==> config.mk <==
export PLATFORM = sky130hd
export DESIGN_NAME = fetch_sequencer
export DESIGN_NICKNAME = d
export VERILOG_FILES = /design/src/rtl/fetch_sequencer.sv
export SDC_FILE = /design/constraint.sdc
export NUM_CORES = 1
export LEC_CHECK = 0
export CAP_MARGIN = 20
export CELL_PAD_IN_SITES_DETAIL_PLACEMENT = 2
export CELL_PAD_IN_SITES_GLOBAL_PLACEMENT = 2
export CORE_MARGIN = 2
export CORE_UTILIZATION = 24
export DETAILED_ROUTE_END_ITERATION = 7
export PLACE_DENSITY_LB_ADDON = 0.1
export REMOVE_ABC_BUFFERS = 1
export SETUP_SLACK_MARGIN = 0.1
export SLEW_MARGIN = 25
export SYNTH_ARGS = -nofsm -noshare
export SYNTH_HDL_FRONTEND = slang
export SYNTH_SLANG_ARGS = --single-unit
==> constraint.sdc <==
create_clock -name clock -period 5.4 [get_ports clock]
set_input_delay 0.54 -clock clock [delete_from_list [all_inputs] [get_ports clock]]
set_output_delay 0.54 -clock clock [all_outputs]
set_load 0.02 [all_outputs]
==> src/rtl/fetch_sequencer.sv <==
// Fetch/control sequencer: fetches one instruction per pass,
// hands it to execute, then issues one PC update command.
module fetch_sequencer #(
   parameter logic [5:0]  JUMP_OP       = 6'b000010,
   parameter logic [5:0]  BEQ_OP        = 6'b000100,
   parameter logic [5:0]  BNE_OP        = 6'b000101,
   parameter int unsigned FETCH_TIMEOUT = 255
) (
   input  logic        clock,
   input  logic        reset,
   input  logic [31:0] pc,
   output logic [1:0]  ps,
   output logic [29:0] pc_in,
   output logic        imem_req,
   output logic [31:0] imem_addr,
   input  logic        imem_ack,
   input  logic [31:0] imem_rdata,
   output logic [31:0] ir,
   output logic        ir_valid,
   input  logic        exec_ready,
   input  logic        zero,
   output logic        fetch_err
);

   typedef enum logic [2:0] {
      IDLE,
      FETCH,
      DECODE,
      UPDATE,
      HALT
   } state_t;

   localparam logic [15:0] TO_LAST =
      16'(FETCH_TIMEOUT - 1);

   state_t      state_q, state_d;
   logic [1:0]  ps_q, ps_d;
   logic [29:0] pc_in_q, pc_in_d;
   logic [31:0] ir_q, ir_d;
   logic        err_q, err_d;
   logic [15:0] cnt_q, cnt_d;

   logic [5:0]  op;
   logic [15:0] imm;
   logic        is_jump;
   logic        br_taken;

   assign op  = ir_q[31:26];
   assign imm = ir_q[15:0];

   assign is_jump  = (op == JUMP_OP);
   assign br_taken = ((op == BEQ_OP) && zero) ||
                     ((op == BNE_OP) && !zero);

   always_comb begin
      state_d  = state_q;
      ps_d     = ps_q;
      pc_in_d  = pc_in_q;
      ir_d     = ir_q;
      err_d    = err_q;
      cnt_d    = cnt_q;
      imem_req = 1'b0;
      ir_valid = 1'b0;
      unique case (state_q)
         IDLE: state_d = FETCH;
         FETCH: begin
            imem_req = 1'b1;
            // an ack on the final allowed cycle still wins
            if (imem_ack) begin
               ir_d    = imem_rdata;
               cnt_d   = '0;
               state_d = DECODE;
            end else if (cnt_q == TO_LAST) begin
               cnt_d   = '0;
               err_d   = 1'b1;
               state_d = HALT;
            end else begin
               cnt_d = cnt_q + 16'd1;
            end
         end
         DECODE: begin
            ir_valid = 1'b1;
            if (exec_ready) begin
               state_d = UPDATE;
               unique case (1'b1)
                  is_jump: begin
                     ps_d    = 2'b11;
                     pc_in_d = {4'b0, ir_q[25:0]};
                  end
                  br_taken: begin
                     ps_d    = 2'b10;
                     pc_in_d = {{14{imm[15]}}, imm};
                  end
                  default: begin
                     ps_d    = 2'b01;
                     pc_in_d = '0;
                  end
               endcase
            end
         end
         UPDATE: begin
            ps_d    = 2'b00;
            pc_in_d = '0;
            state_d = FETCH;
         end
         HALT: state_d = HALT;
         default: state_d = IDLE;
      endcase
   end

   always_ff @(posedge clock) begin
      if (reset) begin
         state_q <= IDLE;
         ps_q    <= 2'b00;
         pc_in_q <= '0;
         ir_q    <= '0;
         err_q   <= 1'b0;
         cnt_q   <= '0;
      end else begin
         state_q <= state_d;
         ps_q    <= ps_d;
         pc_in_q <= pc_in_d;
         ir_q    <= ir_d;
         err_q   <= err_d;
         cnt_q   <= cnt_d;
      end
   end

   assign ps        = ps_q;
   assign pc_in     = pc_in_q;
   assign ir        = ir_q;
   assign fetch_err = err_q;
   assign imem_addr = pc;

endmodule

==> impl_results.md <==
- Post-synth EDFFs: 0
- Hold Path Class: reg2reg
- DRT Wirelength: 13000 um
- Vias: 3317
- Max-cap violations: 0
- Reg2reg start: ir[29]
- Drc violations: 0
- Reg area: 1620 um2
- Hold Crit Start: fetch_err
- GP Congestion: 0.713
- Clock Path Buffers: 2
- Top cells by area, synth: dfxtp_1 46%, nand2_1 10%, buf_4 8.2%, a21oi_1 5.2%, a31oi_1 4.9%
- Synth area leader: dfxtp_1
- Internal power: 1.07 mW
- First-pass GRT wire length: 20500 um
- Port bufs: 103
- Mean Syn Cell Area: 8.31 um2
- Hold Path Cell Cnt: 2
- Worst skew pair latency: 0.34 ns
- Period utilization: 46.9%
- Clock share of power: 45.5%
- Gate Count Post-Synth: 428
- Initial Util: 24.6%
- Largest net degree at the start of global routing: 70
- Slew HR: 47.9%
- Mean routed wirelength per cell: 19.3 um
- Placement Rows: 44
- Initial DRC count: 115
- Area Growth Syn to Fin: 34.0%
- Root Buffer: clkbuf_16
- Vias in the first global route: 3611
- Pre-antenna DRT Iters: 4
- Resized Gates After CTS: 0
- Sw Ratio: 24.9%
- Setup crit start kind: flop
- Fin Setup TNS: 0 ns
- Gr ovfl total: 0
- Asr flop ratio synth: 0%
- Pwr Total: 1.43 mW
- P per Cell Area: 300 nW/um2
- Fin crit period: 2.53 ns
- Filler instances: 1656
- Die width: 126 um
- Worst-Margin Slew: 0.781 ns
- Yosys reg bits: 81
- CORE AREA: 14500 um2
- Total GRT Usage: 16.6%
- Yosys cell types: 47
- CP Class: reg2out
- Post-CTS setup buffer count: 0
- RSZ-0062 raised after global routing: no
- Post-CTS Hold Buffers: 0
- Worst-path clk slew: 0.06 ns
- Slew Viols, Final: 0
- Footprint of the multi-input gates: 1510 um2
- Die height: 126 um
- Worst reg2reg path depth: 4
- P_sw: 356 uW
- Combinational Power Share: 10.6%
- Worst R2R End: pc_in[20]
- Final Hold Viols: 0
- Routed Antenna Nets: 0
- Ys Warns: 0
- I/O pin count: 168
- Initial antenna violation count: 0
- R2R Setup Slk: 3.03 ns
- Clk sinks: 81
- Final setup vio count: 0
- Antenna Cells: 0
- Share of the synthesized area in the top cell type: 45.6%
- Post-synthesis sequential area ratio: 45.6%
- Fin nets: 553
- Worst-case hold path end point: fetch_err
- CTS tree: done
- Vias per cell: 4.94
- H-tree levels: 3
- Top_reg_cell synth: dfxtp_1
- Static Leak: 1.54 nW
- Clock skew: 0.00546 ns
- Layout cell share with drive strength beyond 1: 6.57%
- WP data arrival: 1.99 ns
- Max frequency: 0.395 GHz
- Status: finished, final reports clean
- Worst setup EP type: output port
- Die area: 15800 um2
- Number of CTS-inserted buffers: 9
- Synthesized area: 3550 um2
- DP HPWL: 8970 um
- Worst Path Max Fanout: 7
- Worst VDD drop: 151 uV
- Flop pwr share: 43.8%
- CP required: 4.86 ns
[sequential cells by signal (all words and copies together) (netlist names)]
| signal | cells |
|---|---|
| ir | 32 |
| ps | 2 |
| pc_in | 27 |
| state_q | 3 |
| fetch_err | 1 |
| cnt_q | 16 |
[cell families (layout without fill, tap and decap cells)]
logic type                 Yosys count  in the layout  synth area share, %
adders and majority gates            2              2                0.704
and+or+nand+nor                    174            174                 23.8
xor gates and xnor gates             2              2                0.493
buffers and inverters               73            132                 12.0
AOI/OAI and AO/OA                   96             96                 17.4
DFF                                 81             81                 45.6
[routing by layer]
layer	vias up	global-route usage (%)	wire length, um
met5	-	1.55	0
met4	0	3.46	118
met3	9	10.5	1410
met2	109	25.6	5920
met1	1628	19.4	5510
li1	1571	-	-
[cell usage in the layout, fill, tap and decap left out, types with 2 or more instances in the layout]
cell | netlist | routed
nand4_1 | 6 | 6
or3b_2 | 2 | 2
nor3_1 | 3 | 3
a32oi_1 | 17 | 17
nor2_1 | 26 | 26
clkinvlp_4 | 0 | 2
inv_1 | 8 | 8
or3_1 | 2 | 2
o22ai_1 | 3 | 3
and4_1 | 2 | 2
nand3b_1 | 6 | 6
nand2b_1 | 4 | 4
nor3_2 | 2 | 2
dfxtp_1 | 81 | 81
nand2_1 | 95 | 95
clkbuf_16 | 0 | 9
ha_1 | 2 | 2
buf_4 | 39 | 4
nand3_1 | 11 | 11
a21oi_1 | 37 | 37
o211ai_1 | 2 | 2
a31oi_1 | 28 | 28
nor4_1 | 4 | 4
clkdlybuf4s50_1 | 0 | 102
clkbuf_8 | 0 | 3
[synthesized netlist by cell type, types with 2 or more instances]
cell type	number
a21oi_1	37
a31oi_1	28
a32oi_1	17
and4_1	2
buf_2	5
buf_4	39
clkbuf_1	19
dfxtp_1	81
ha_1	2
inv_1	8
nand2_1	95
nand2b_1	4
nand3_1	11
nand3b_1	6
nand4_1	6
nor2_1	26
nor3_1	3
nor3_2	2
nor4_1	4
o211ai_1	2
o22ai_1	3
or3_1	2
or3b_2	2
[per-stage QoR]
stage	instances	hold slack (ns)	util (%)	worst slack, ns	instance area (um2)
final	671	0.460	32.9	2.87	4760
after global routing	671	0.490	32.9	2.72	4760
after CTS	671	0.465	32.9	2.84	4760
after detailed placement	655	0.455	30.7	2.50	4450
after global placement	655	0.439	30.7	2.60	4450
after floorplan	364	0.431	-	3.38	3160
[power by group through the flow]
| stage | Combinational (mW) | Clock (mW) | Sequential (mW) |
|---|---|---|---|
| finish | 0.152 | 0.651 | 0.627 |
| global route | 0.168 | 0.703 | 0.629 |
| CTS | 0.157 | 0.677 | 0.627 |
| detailed placement | 0.156 | 0 | 0.641 |
| global placement | 0.152 | 0 | 0.640 |
| floorplan | 0.0509 | 0 | 0.652 |
[layout make-up]
class | count | share of cell area, %
multi-input combinational | 274 | 31.6
clock inverter | 4 | 1.05
clock buffer | 12 | 5.59
sequential | 81 | 34.0
inverter | 9 | 0.709
tap | 184 | 4.83
timing repair buffer | 107 | 22.2
[critical path, stage by stage, from the launching register on]
cell and delay (ns):
dfxtp_1 0.40, or3b_1 0.51, inv_2 0.13, clkdlybuf4s50_1 0.61
[how the worst max path moves through the flow]
| stage | startpoint | to | slack (ns) | cells after the start |
|---|---|---|---|---|
| final | state_q[0] | imem_req | 2.87 | 3 |
| after global routing | exec_ready | pc_in[16] | 2.72 | 5 |
| after CTS | state_q[0] | imem_req | 2.84 | 3 |
| after detailed placement | exec_ready | pc_in[24] | 2.50 | 5 |
| after global placement | exec_ready | pc_in[23] | 2.60 | 5 |
| after floorplan | state_q[0] | cnt_q[14] | 3.38 | 4 |
No activity file was read; power rests on OpenSTA's default activity.
